## config.mk

```make
export PLATFORM = sky130hd
export DESIGN_NAME = arq_seqn_ctrl_flat
export DESIGN_NICKNAME = d
export VERILOG_FILES = /design/src/rtl/arq_seqn_ctrl_if.sv /design/src/rtl/arq_seqn_ctrl.sv /design/src/flat_wrapper.sv
export SDC_FILE = /design/constraint.sdc
export NUM_CORES = 1
export LEC_CHECK = 0
export ABC_AREA = 1
export CAP_MARGIN = 20
export CORE_ASPECT_RATIO = 0.8
export CORE_MARGIN = 4
export CORE_UTILIZATION = 57
export CTS_BUF_LIST = sky130_fd_sc_hd__clkbuf_2
export DETAILED_ROUTE_END_ITERATION = 8
export PLACE_DENSITY = 0.8
export SYNTH_ARGS = -nofsm -noshare
export SYNTH_HDL_FRONTEND = slang
export SYNTH_SLANG_ARGS = --single-unit
```

## constraint.sdc

```tcl
create_clock -name clk_6M -period 2.1 [get_ports clk_6M]
set_input_delay 0.42 -clock clk_6M [delete_from_list [all_inputs] [get_ports clk_6M]]
set_output_delay 0.42 -clock clk_6M [all_outputs]
set_load 0.02 [all_outputs]
```

## src/rtl/arq_seqn_ctrl_if.sv

```systemverilog
// Signal bundle between the baseband RX/TX sequencer and the per-link ARQ/SEQN/FLOW
// bookkeeping block; the sequencer side is the master.
interface arq_seqn_ctrl_if #(parameter int NLT = 8);
    logic           pk_encode;
    logic           hec_endp;
    logic           dec_hecgood;
    logic [2:0]     dec_lt_addr;
    logic           dec_arqn_bit;
    logic           dec_flow_bit;
    logic           dec_seqn_bit;
    logic           pktype_data;
    logic           py_endp;
    logic           dec_crcgood;
    logic [2:0]     ms_lt_addr;
    logic           tx_packet_st_p;
    logic           regi_txdatready;
    logic           regi_aclrxbufempty;
    logic           regi_flush_p;
    logic [2:0]     regi_flush_lt;
    logic [NLT-1:0] dec_arqn;
    logic [NLT-1:0] dec_flow;
    logic           sendnewpy;
    logic           tx_seqn;
    logic           tx_arqn;
    logic           tx_flow;
    logic           rx_newpy_p;
    logic           rx_dup_p;

    modport master (
        output pk_encode, hec_endp, dec_hecgood, dec_lt_addr, dec_arqn_bit, dec_flow_bit,
               dec_seqn_bit, pktype_data, py_endp, dec_crcgood, ms_lt_addr, tx_packet_st_p,
               regi_txdatready, regi_aclrxbufempty, regi_flush_p, regi_flush_lt,
        input  dec_arqn, dec_flow, sendnewpy, tx_seqn, tx_arqn, tx_flow, rx_newpy_p, rx_dup_p
    );

    modport slave (
        input  pk_encode, hec_endp, dec_hecgood, dec_lt_addr, dec_arqn_bit, dec_flow_bit,
               dec_seqn_bit, pktype_data, py_endp, dec_crcgood, ms_lt_addr, tx_packet_st_p,
               regi_txdatready, regi_aclrxbufempty, regi_flush_p, regi_flush_lt,
        output dec_arqn, dec_flow, sendnewpy, tx_seqn, tx_arqn, tx_flow, rx_newpy_p, rx_dup_p
    );
endinterface

```

## src/rtl/arq_seqn_ctrl.sv

```systemverilog
// Per-LT_ADDR ARQ/SEQN/FLOW bookkeeping: tracks received ACK/FLOW, filters duplicate
// payloads by SEQN, and produces the TX header bits plus the sendnewpy buffer-swap request.
module arq_seqn_ctrl #(
    parameter int NLT = 8
) (
    input logic            clk_6M,
    input logic            rstz,
    arq_seqn_ctrl_if.slave bus
);

    logic [NLT-1:0] dec_arqn_q, dec_arqn_d;
    logic [NLT-1:0] dec_flow_q, dec_flow_d;
    logic [NLT-1:0] seqn_tx_q, seqn_tx_d;
    logic [NLT-1:0] last_seqn_q, last_seqn_d;
    logic [NLT-1:0] first_rx_q, first_rx_d;
    logic [NLT-1:0] ack_pend_q, ack_pend_d;

    logic       hold_valid_q, hold_valid_d;
    logic       hold_seqn_q, hold_seqn_d;
    logic [2:0] hold_lt_q, hold_lt_d;

    logic sendnewpy_q, sendnewpy_d;
    logic tx_seqn_q, tx_seqn_d;
    logic tx_arqn_q, tx_arqn_d;
    logic tx_flow_q, tx_flow_d;
    logic rx_newpy_q, rx_newpy_d;
    logic rx_dup_q, rx_dup_d;

    logic       rx_phase;
    logic       hdr_ok;
    logic       hec_bad;
    logic       py_chk;
    logic [2:0] ms;
    logic [2:0] fl;

    assign rx_phase = ~bus.pk_encode;
    assign hdr_ok   = bus.hec_endp & rx_phase & bus.dec_hecgood;
    assign hec_bad  = bus.hec_endp & rx_phase & ~bus.dec_hecgood;
    assign py_chk   = bus.py_endp & rx_phase & hold_valid_q & bus.pktype_data;
    assign ms       = bus.ms_lt_addr;
    assign fl       = bus.regi_flush_lt;

    // Later statements override earlier ones: payload/HEC, then TX start, then flush.
    always_comb begin
        dec_arqn_d   = dec_arqn_q;
        dec_flow_d   = dec_flow_q;
        seqn_tx_d    = seqn_tx_q;
        last_seqn_d  = last_seqn_q;
        first_rx_d   = first_rx_q;
        ack_pend_d   = ack_pend_q;
        hold_valid_d = hold_valid_q;
        hold_seqn_d  = hold_seqn_q;
        hold_lt_d    = hold_lt_q;
        sendnewpy_d  = sendnewpy_q;
        tx_seqn_d    = tx_seqn_q;
        tx_arqn_d    = tx_arqn_q;
        tx_flow_d    = tx_flow_q;
        rx_newpy_d   = 1'b0;
        rx_dup_d     = 1'b0;

        if (bus.py_endp && rx_phase) begin
            hold_valid_d = 1'b0;
        end

        if (hdr_ok) begin
            hold_valid_d = 1'b1;
            hold_seqn_d  = bus.dec_seqn_bit;
            hold_lt_d    = bus.dec_lt_addr;
            if (bus.dec_lt_addr != 3'd0) begin
                dec_arqn_d[bus.dec_lt_addr] = bus.dec_arqn_bit;
                dec_flow_d[bus.dec_lt_addr] = bus.dec_flow_bit;
            end
        end

        if (hec_bad) begin
            hold_valid_d   = 1'b0;
            ack_pend_d[ms] = 1'b0;
        end

        // Broadcast payloads are SEQN-filtered but never acknowledged.
        if (py_chk) begin
            if (!bus.dec_crcgood) begin
                ack_pend_d[hold_lt_q] = 1'b0;
            end else if (first_rx_q[hold_lt_q] || (hold_seqn_q != last_seqn_q[hold_lt_q])) begin
                last_seqn_d[hold_lt_q] = hold_seqn_q;
                first_rx_d[hold_lt_q]  = 1'b0;
                if (hold_lt_q != 3'd0) begin
                    ack_pend_d[hold_lt_q] = 1'b1;
                end
                rx_newpy_d = 1'b1;
            end else begin
                if (hold_lt_q != 3'd0) begin
                    ack_pend_d[hold_lt_q] = 1'b1;
                end
                rx_dup_d = 1'b1;
            end
        end

        if (rx_phase) begin
            sendnewpy_d = dec_arqn_q[ms] & dec_flow_q[ms] & bus.regi_txdatready;
        end

        if (bus.tx_packet_st_p) begin
            tx_arqn_d      = ack_pend_q[ms];
            ack_pend_d[ms] = 1'b0;
            tx_flow_d      = bus.regi_aclrxbufempty;
            if (sendnewpy_q) begin
                seqn_tx_d[ms] = ~seqn_tx_q[ms];
                dec_arqn_d[ms] = 1'b0;
                tx_seqn_d     = ~seqn_tx_q[ms];
            end else begin
                tx_seqn_d = seqn_tx_q[ms];
            end
        end

        if (bus.regi_flush_p) begin
            seqn_tx_d[fl]  = 1'b1;
            first_rx_d[fl] = 1'b1;
            ack_pend_d[fl] = 1'b0;
            dec_arqn_d[fl] = 1'b0;
            dec_flow_d[fl] = 1'b1;
            if (py_chk && (hold_lt_q == fl)) begin
                rx_newpy_d = 1'b0;
                rx_dup_d   = 1'b0;
            end
        end
    end

    always_ff @(posedge clk_6M or negedge rstz) begin
        if (!rstz) begin
            dec_arqn_q   <= '0;
            dec_flow_q   <= '1;
            seqn_tx_q    <= '1;
            last_seqn_q  <= '0;
            first_rx_q   <= '1;
            ack_pend_q   <= '0;
            hold_valid_q <= 1'b0;
            hold_seqn_q  <= 1'b0;
            hold_lt_q    <= 3'd0;
            sendnewpy_q  <= 1'b0;
            tx_seqn_q    <= 1'b0;
            tx_arqn_q    <= 1'b0;
            tx_flow_q    <= 1'b1;
            rx_newpy_q   <= 1'b0;
            rx_dup_q     <= 1'b0;
        end else begin
            dec_arqn_q   <= dec_arqn_d;
            dec_flow_q   <= dec_flow_d;
            seqn_tx_q    <= seqn_tx_d;
            last_seqn_q  <= last_seqn_d;
            first_rx_q   <= first_rx_d;
            ack_pend_q   <= ack_pend_d;
            hold_valid_q <= hold_valid_d;
            hold_seqn_q  <= hold_seqn_d;
            hold_lt_q    <= hold_lt_d;
            sendnewpy_q  <= sendnewpy_d;
            tx_seqn_q    <= tx_seqn_d;
            tx_arqn_q    <= tx_arqn_d;
            tx_flow_q    <= tx_flow_d;
            rx_newpy_q   <= rx_newpy_d;
            rx_dup_q     <= rx_dup_d;
        end
    end

    assign bus.dec_arqn   = dec_arqn_q;
    assign bus.dec_flow   = dec_flow_q;
    assign bus.sendnewpy  = sendnewpy_q;
    assign bus.tx_seqn    = tx_seqn_q;
    assign bus.tx_arqn    = tx_arqn_q;
    assign bus.tx_flow    = tx_flow_q;
    assign bus.rx_newpy_p = rx_newpy_q;
    assign bus.rx_dup_p   = rx_dup_q;

endmodule

```

## src/flat_wrapper.sv

```systemverilog
// flat-port wrapper written by rule: the top's interface ports become plain ports
module arq_seqn_ctrl_flat 
#(
    parameter int NLT = 8
)
  (clk_6M, rstz, bus_pk_encode, bus_hec_endp, bus_dec_hecgood, bus_dec_lt_addr, bus_dec_arqn_bit, bus_dec_flow_bit, bus_dec_seqn_bit, bus_pktype_data, bus_py_endp, bus_dec_crcgood, bus_ms_lt_addr, bus_tx_packet_st_p, bus_regi_txdatready, bus_regi_aclrxbufempty, bus_regi_flush_p, bus_regi_flush_lt, bus_dec_arqn, bus_dec_flow, bus_sendnewpy, bus_tx_seqn, bus_tx_arqn, bus_tx_flow, bus_rx_newpy_p, bus_rx_dup_p);
  arq_seqn_ctrl_if #(.NLT(NLT)) bus_i ();
  input logic clk_6M;
  input logic rstz;
  input wire logic [$bits(bus_i.pk_encode)-1:0] bus_pk_encode;
  input wire logic [$bits(bus_i.hec_endp)-1:0] bus_hec_endp;
  input wire logic [$bits(bus_i.dec_hecgood)-1:0] bus_dec_hecgood;
  input wire logic [$bits(bus_i.dec_lt_addr)-1:0] bus_dec_lt_addr;
  input wire logic [$bits(bus_i.dec_arqn_bit)-1:0] bus_dec_arqn_bit;
  input wire logic [$bits(bus_i.dec_flow_bit)-1:0] bus_dec_flow_bit;
  input wire logic [$bits(bus_i.dec_seqn_bit)-1:0] bus_dec_seqn_bit;
  input wire logic [$bits(bus_i.pktype_data)-1:0] bus_pktype_data;
  input wire logic [$bits(bus_i.py_endp)-1:0] bus_py_endp;
  input wire logic [$bits(bus_i.dec_crcgood)-1:0] bus_dec_crcgood;
  input wire logic [$bits(bus_i.ms_lt_addr)-1:0] bus_ms_lt_addr;
  input wire logic [$bits(bus_i.tx_packet_st_p)-1:0] bus_tx_packet_st_p;
  input wire logic [$bits(bus_i.regi_txdatready)-1:0] bus_regi_txdatready;
  input wire logic [$bits(bus_i.regi_aclrxbufempty)-1:0] bus_regi_aclrxbufempty;
  input wire logic [$bits(bus_i.regi_flush_p)-1:0] bus_regi_flush_p;
  input wire logic [$bits(bus_i.regi_flush_lt)-1:0] bus_regi_flush_lt;
  output wire logic [$bits(bus_i.dec_arqn)-1:0] bus_dec_arqn;
  output wire logic [$bits(bus_i.dec_flow)-1:0] bus_dec_flow;
  output wire logic [$bits(bus_i.sendnewpy)-1:0] bus_sendnewpy;
  output wire logic [$bits(bus_i.tx_seqn)-1:0] bus_tx_seqn;
  output wire logic [$bits(bus_i.tx_arqn)-1:0] bus_tx_arqn;
  output wire logic [$bits(bus_i.tx_flow)-1:0] bus_tx_flow;
  output wire logic [$bits(bus_i.rx_newpy_p)-1:0] bus_rx_newpy_p;
  output wire logic [$bits(bus_i.rx_dup_p)-1:0] bus_rx_dup_p;
  assign bus_i.pk_encode = bus_pk_encode;
  assign bus_i.hec_endp = bus_hec_endp;
  assign bus_i.dec_hecgood = bus_dec_hecgood;
  assign bus_i.dec_lt_addr = bus_dec_lt_addr;
  assign bus_i.dec_arqn_bit = bus_dec_arqn_bit;
  assign bus_i.dec_flow_bit = bus_dec_flow_bit;
  assign bus_i.dec_seqn_bit = bus_dec_seqn_bit;
  assign bus_i.pktype_data = bus_pktype_data;
  assign bus_i.py_endp = bus_py_endp;
  assign bus_i.dec_crcgood = bus_dec_crcgood;
  assign bus_i.ms_lt_addr = bus_ms_lt_addr;
  assign bus_i.tx_packet_st_p = bus_tx_packet_st_p;
  assign bus_i.regi_txdatready = bus_regi_txdatready;
  assign bus_i.regi_aclrxbufempty = bus_regi_aclrxbufempty;
  assign bus_i.regi_flush_p = bus_regi_flush_p;
  assign bus_i.regi_flush_lt = bus_regi_flush_lt;
  assign bus_dec_arqn = bus_i.dec_arqn;
  assign bus_dec_flow = bus_i.dec_flow;
  assign bus_sendnewpy = bus_i.sendnewpy;
  assign bus_tx_seqn = bus_i.tx_seqn;
  assign bus_tx_arqn = bus_i.tx_arqn;
  assign bus_tx_flow = bus_i.tx_flow;
  assign bus_rx_newpy_p = bus_i.rx_newpy_p;
  assign bus_rx_dup_p = bus_i.rx_dup_p;
  arq_seqn_ctrl #(.NLT(NLT)) u_core (.clk_6M(clk_6M), .rstz(rstz), .bus(bus_i));
endmodule
```

==> metrics.md, run 1 <==
| Metric | Value |
|---|---|
| Sequence of cells on the critical path | clkdlybuf4s50_1 |
| Dominant synthesized flop cell | sky130_fd_sc_hd__dfrtp_1 |
| Leakage power | 0.00200 uW |
| Run status | complete, no violations |
| Type of destination of the critical path | primary output |
| Power density normalized to cell area | 787 mW/mm2 |
| Worst Reg2Reg Path Length in Cells | 10 |
| Most instantiated library cell after synthesis | sky130_fd_sc_hd__nand2_1 |
| Count of endpoints failing setup in the final report | 0 |
| Post-route DRC | 0 |
| Average wire per standard cell | 16.5 um |
| Antenna fix cells | 0 |
| Number of warning messages in the yosys log | 0 |
| Slowest library cell on the worst path | sky130_fd_sc_hd__clkdlybuf4s50_1 |
| Routed vias/inst | 5.68 |
| Top cell type by total area after synthesis | sky130_fd_sc_hd__dfrtp_1 |
| Fillcell total | 444 |
| Async set or reset register ratio after synthesis | 100% |
| Register area | 0.00151 mm2 |
| TritonCTS clock tree | done |
| Die Area | 0.00715 mm2 |
| Placed cell count | 576 |
| Initial antenna violation count | 0 |
| Slew of the pin with the lowest slew margin | 0.397 ns |
| Seq/Total Area, Yosys | 45.2% |
| Port bufs | 45 |
| RSZ-0062 raised after global routing | false |
| Area of combinational cells with multiple inputs | 0.00145 mm2 |
| Family with the most delay on the worst path | buffers and inverters |
| Number of enable-type register cells in the synthesized netlist | 0 |
| CTS sink cnt | 59 |
| Critical Path Max Stage Delay | 0.63 ns |
| Number of buffer and inverter stages on the critical path | 1 |
| DIE WIDTH | 93.6 um |
| Clock slew at reported path FFs | 0.18 ns |
| Number of buffers inserted to repair setup after CTS | 0 |
| Overall routed net length | 9790 um |
| Number of buffers on the longest clock path | 2 |
| Placement row count | 24 |
| Number of logic stages on the critical path including buffering | 1 |
| Final worst-path cycle share | 95.4% |
| Setup slack after layout | 0.0968 ns |
| Drt first-iter violations | 333 |
| CTS buffer count | 9 |
| Final slew viol count | 0 |
| Starting density of the core | 60.1% |
| Kind of launch point of the worst setup path | flip-flop |
| Data required time at the worst endpoint | 1.68 ns |
| Drt pass-1 iters | 7 |
| Die Height | 76.5 um |
| Critical path type | flip-flop to primary output |
| CTS H-Tree Depth | 3 |
| Clock latency at the later pin of the worst-skew pair | 0.51 ns |
| Total half-perimeter wirelength after legalization and detailed placement | 7430 um |
| Syn Std Cell Area | 0.00334 mm2 |
| Number of top-level pins | 46 |
| Largest fanout on the critical path | 3 |
| Worst setup skew after layout | 0.0257 ns |
| Via count of the first global-routing pass | 3178 |
| Total negative slack for setup checks | 0 ns |
| Number of hold violations in the final report | 0 |
| Count of non-filler cells in the finished layout | 593 |
| Number of nets still failing antenna checks after routing | 0 |
| Hold Worst Slack | 0.400 ns |
| Period minus WS final | 2.00 ns |
| Global-route congestion overflow total | 0 |
| Core area | 0.00556 mm2 |
| Number of distinct library cells after synthesis | 36 |
| Share of post-route cells with drive strength above 1 | 15.0% |
| Leading post-synthesis cells by cell area | sky130_fd_sc_hd__dfrtp_1 (25%), sky130_fd_sc_hd__dfstp_2 (20%), sky130_fd_sc_hd__nand2_1 (11%) |
| Worst relative slew slack | 73.5% |
| Root Driver | sky130_fd_sc_hd__clkbuf_2 |
| Leading post-synthesis cells by instance count | sky130_fd_sc_hd__nand2_1 (102), sky130_fd_sc_hd__inv_1 (76), sky130_fd_sc_hd__nor2_1 (41) |
| Post-Synthesis Net Count | 470 |
| GRT Overall Usage | 28.9% |
| Area added between synthesis and finish | 23.4% |
| Final Net Count | 534 |
| Peak supply drop | 0.571 mV |
| Number of max-cap violations | 0 |
| Pre-CTS setup slack | -0.0695 ns |
| Arrival time at the worst endpoint | 1.58 ns |
| Fmax | 499 MHz |
| Flop and latch count out of synthesis | 59 |
| Via Count | 3368 |
| Avg Inst Size Synth | 7.48 um2 |
| Fraction of synthesized cell area taken by the top area cell type | 25.5% |
| Min-Delay Path Class | primary input to asynchronous set/reset pin |
| Maximum number of pins on one net before global-route repair | 60 |
| Mapped Cells | 446 |
| Final estimated routing congestion in global placement | 0.972 |
| Global-route wire length before repair | 16100 um |
## per-stage QoR
step                utilization [%]  total power [uW]  instance area (um2)
CTS                            74.1              3240                 4120
floorplan                         -              1980                 3340
finish                         74.1              3240                 4120
global placement               71.4              2290                 3970
global route                   74.1              3410                 4120
detailed placement             71.4              2310                 3970
## final timing paths
| path | startpoint | endpoint | slack (ns) |
|---|---|---|---|
| setup reg to reg | u_core.hold_lt_q[0] | u_core.last_seqn_q[3] | 0.29 |
| max in group asynchronous | rstz | u_core.first_rx_q[2] | 1.36 |
| hold / removal | rstz | u_core.hold_lt_q[2] | 0.40 |
| min in group clk_6M | bus_regi_aclrxbufempty | u_core.bus.tx_flow | 0.40 |
| setup / recovery | u_core.bus.dec_arqn[3] | bus_dec_arqn[3] | 0.1 |
| hold reg to reg | u_core.first_rx_q[3] | u_core.first_rx_q[3] | 0.48 |
## area by class of cell
| type | count | area share (%) |
|---|---|---|
| clock inverter | 6 | 2.52 |
| tap | 78 | 2.37 |
| timing repair buffer | 65 | 14.9 |
| multi-input combinational | 297 | 35.3 |
| clock buffer | 10 | 1.22 |
| sequential | 59 | 36.6 |
| inverter | 78 | 7.14 |
## repair_timing
item / in CTS / in global routing
hold endpoints to repair: 34 / 0
gates resized for setup: 9 / 0
hold buffers: 1 / 0
endpoints found under the setup margin: 9 / 0
## cell families (layout without fill, tap and decap cells)
kind of cell / count (synthesis) / in the layout / synth area share, %
AOI/OAI and AO/OA: 91 / 91 / 15.7
muxes: 1 / 1 / 0.300
and+or+nand+nor: 204 / 204 / 27.3
buffers and inverters: 90 / 159 / 11.3
xor gates and xnor gates: 1 / 1 / 0.262
DFF: 59 / 59 / 45.2
## state kept, by name (all words and copies together) (netlist names)
signal	flops
u_core.hold_valid_q	1
u_core.bus.rx_dup_p	1
u_core.bus.tx_seqn	1
u_core.last_seqn_q	8
u_core.hold_seqn_q	1
u_core.bus.rx_newpy_p	1
u_core.hold_lt_q	3
u_core.first_rx_q	8
u_core.seqn_tx_q	8
u_core.bus.dec_arqn	8
u_core.bus.tx_arqn	1
u_core.bus.tx_flow	1
u_core.ack_pend_q	8
u_core.bus.dec_flow	8
u_core.bus.sendnewpy	1
## placed cells by master (no fill, tap or decap), drive strengths merged, types with 4 or more instances in the layout
| master | instances |
|---|---|
| a21oi | 39 |
| a311oi | 6 |
| buf | 20 |
| clkbuf | 10 |
| clkdlybuf4s50 | 35 |
| clkinv | 4 |
| dfrtp | 34 |
| dfstp | 25 |
| dlygate4sd2 | 9 |
| inv | 77 |
| nand2 | 107 |
| nand3 | 30 |
| nand4 | 14 |
| nor2 | 44 |
| nor3 | 6 |
| o21ai | 28 |
| o22ai | 6 |
## power breakdown
part,internal (uW),total (uW),switching (uW),leakage [uW]
clock,511,947,436,0.0000933
sequential,1320,1450,124,0.000719
combinational,320,848,528,0.00119
total,2150,3240,1090,0.00200
## routing by layer
metal | vias up | track usage [%] | part of all wire, %
met5 | - | 0 | 0
met4 | 0 | 8.66 | 1.8
met3 | 24 | 8.98 | 11
met2 | 207 | 40.5 | 43
met1 | 1547 | 42.9 | 44
li1 | 1590 | - | -
(Power assumes the default switching activity.)
==> run 2: changes to the inputs <==
Settings changed: CORE_UTILIZATION 57 to 46, PLACE_DENSITY 0.8 to 0.66, SLEW_MARGIN set to 20.
==> run 2 against run 1 <==
Clock skew grew 0.0040 ns. Worst setup slack gained 0.043 ns. Clock power shrank 12%. Global-route usage shrank 5.3 points. Critical path depth is the same. Sequential cell count is the same. Fmax grew 2.2%. First-iteration DRC count shrank 4.2%. Critical endpoint unchanged.
==> metrics.md, run 2 (same netlist as run 1, synthesis figures left out) <==
| Metric | Value |
|---|---|
| Most frequent cells in the layout | sky130_fd_sc_hd__nand2_1 (102), sky130_fd_sc_hd__inv_1 (76), sky130_fd_sc_hd__nor2_1 (41), sky130_fd_sc_hd__a21oi_1 (39), sky130_fd_sc_hd__clkdlybuf4s50_1 (35) |
| CTS sink cnt | 59 (unchanged) |
| Worst setup skew after layout | 0.0297 ns (+0.00398 ns) |
| Fmax | 510 MHz (+2.2%) |
| Period minus WS final | 1.96 ns (-0.0427 ns) |
| Total power after layout | 3120 uW (-3.9%) |
| Initial antenna violation count | 0 (unchanged) |
| Critical path type | flip-flop to primary output |
| DIE WIDTH | 103 um (+10%) |
| Hold Worst Slack | 0.419 ns (+0.0196 ns) |
| Sequence of cells on the critical path | clkdlybuf4s50_1 |
| Finished Cell Area | 0.00412 mm2 (+0.12%) |
| Power density normalized to cell area | 756 mW/mm2 (-4.0%) |
| Family with the most delay on the worst path | buffers and inverters |
| Antenna fix cells | 0 (unchanged) |
| Global-route congestion overflow total | 0 (unchanged) |
| Starting density of the core | 48.0% (-12 points) |
| Drt pass-1 iters | 6 (-1) |
| Number of hold violations in the final report | 0 (unchanged) |
| Routed wl met2 | 4110 um (-2.4%) |
| Overall routed net length | 9830 um (+0.39%) |
| Slowest library cell on the worst path | sky130_fd_sc_hd__clkdlybuf4s50_1 |
| Die Height | 84.2 um (+10%) |
| Die Area | 0.00869 mm2 (+22%) |
| Total half-perimeter wirelength after legalization and detailed placement | 7530 um (+1.4%) |
| Core area | 0.00696 mm2 (+25%) |
| Final slew viol count | 0 (unchanged) |
| Final worst-path cycle share | 93.4% (-2.0 points) |
| Min-Delay Path Class | primary input to asynchronous set/reset pin |
| Source of the worst register-to-register timing path | u_core.hold_lt_q[1] |
| Total negative slack for setup checks | 0 ns (unchanged) |
| Type of destination of the critical path | primary output |
| Number of top-level pins | 46 (unchanged) |
| Slew of the pin with the lowest slew margin | 0.404 ns (+0.00697 ns) |
| Port bufs | 45 (unchanged) |
| GRT Overall Usage | 23.6% (-5.3 points) |
| Routed vias/inst | 5.44 (-4.3%) |
| TritonCTS clock tree | done |
| Count of endpoints failing setup in the final report | 0 (unchanged) |
| Standard cell area after detailed placement | 0.00399 mm2 (+0.47%) |
| Final Net Count | 535 (+0.19%) |
| Most common library cell in the layout ignoring fill and taps | sky130_fd_sc_hd__nand2_1 |
| Data required time at the worst endpoint | 1.68 ns (about the same) |
| Via Count | 3278 (-2.7%) |
| Number of buffer and inverter stages on the critical path | 1 (unchanged) |
| Final estimated routing congestion in global placement | 0.945 (-2.8%) |
| Run status | complete, no violations |
| Placed cell count | 586 (+1.7%) |
| Arrival time at the worst endpoint | 1.54 ns (-0.04 ns) |
| Clock latency at the later pin of the worst-skew pair | 0.49 ns (-0.02 ns) |
| CTS buffer count | 9 (unchanged) |
| Top layer used by detailed routing | met4 |
| Leakage power | 0.00200 uW (+0.21%) |
| RSZ-0062 raised after global routing | false |
| Worst relative slew slack | 73.0% (-0.49 points) |
| Met3 routed WL | 824 um (-27%) |
| Largest fanout on the critical path | 3 (unchanged) |
| Clock slew at reported path FFs | 0.19 ns (about the same) |
| Critical Path Max Stage Delay | 0.62 ns (about the same) |
| Number of max-cap violations | 0 (unchanged) |
| Via count of the first global-routing pass | 3076 (-3.2%) |
| Fillcell total | 668 (+50%) |
| Placement row count | 27 (+13%) |
| Peak supply drop | 0.488 mV (-15%) |
| CTS H-Tree Depth | 3 (unchanged) |
| Number of buffers on the longest clock path | 2 (unchanged) |
| Timing startpoint of the critical path | u_core.bus.dec_arqn[3] |
| Root Driver | sky130_fd_sc_hd__clkbuf_2 |
| Maximum number of pins on one net before global-route repair | 60 (unchanged) |
| Post-route DRC | 0 (unchanged) |
| Kind of launch point of the worst setup path | flip-flop |
| Average wire per standard cell | 16.3 um (-1.3%) |
| Met1 Wirelength | 4780 um (+12%) |
| Drt first-iter violations | 319 (-4.2%) |
| Count of non-filler cells in the finished layout | 603 (+1.7%) |
| Share of post-route cells with drive strength above 1 | 15.3% (+0.36 points) |
| Global-route wire length before repair | 15700 um (-2.6%) |
| Area added between synthesis and finish | 23.5% |
| Number of nets still failing antenna checks after routing | 0 (unchanged) |
-- run 2: changes by cell type in the layout (fill, tap and decap cells not counted), sizes merged --
cell,before,now
clkinv,4,3
buf,20,21
dlygate4sd2,9,7
clkinvlp,0,1
clkbuf,10,11
bufinv,3,2
dlymetal6s2s,0,2
-- run 2: where the power goes --
part | total, uW | internal, uW | switching, uW
logic | 847 | 322 | 524
clock network | 836 | 400 | 435
registers | 1430 | 1320 | 111
total | 3120 | 2050 | 1070
-- run 2: cell type report --
type	instances	area (um2)	area share, %
Clock inverter	5	77.6	1.88
Sequential cell	59	1510	36.6
Timing Repair Buffer	66	627	15.2
Inverter	78	294	7.13
Multi-Input combinational cell	297	1450	35.3
Tap cell	87	109	2.64
Clock buffer	11	55.1	1.33
-- run 2: path summary, 6_finish.rpt --
check | slack (ns) | depth (start not counted) | end
hold / removal | 0.42 | 3 | u_core.bus.dec_arqn[6]
max in group asynchronous | 1.32 | 3 | u_core.bus.dec_flow[0]
setup / recovery | 0.14 | 1 | bus_dec_arqn[3]
hold reg to reg | 0.48 | 2 | u_core.first_rx_q[1]
min in group clk_6M | 0.45 | 3 | u_core.bus.tx_flow
setup reg to reg | 0.40 | 10 | u_core.first_rx_q[2]
-- run 2: repair_timing --
item | CTS | global route
resized for setup | 7 | 2
hold endpoints to repair | 34 | 0
endpoints found under the setup margin | 7 | 2
hold buffers | 1 | 0
setup buffers | 0 | 0
-- run 2: per-stage QoR --
stage | util (%) | setup WS [ns]
floorplan | - | 0.618
global placement | 57.3 | 0.0620
detailed placement | 57.3 | 0.0266
CTS | 59.2 | 0.0119
global route | 59.3 | 0.0644
finish | 59.3 | 0.140
-- run 2: per-layer routing --
layer	vias to the layer above	global-route usage (%)
li1	1583	-
met2	153	33.1
met5	-	0
met4	0	5.88
met1	1528	36.4
met3	14	5.90
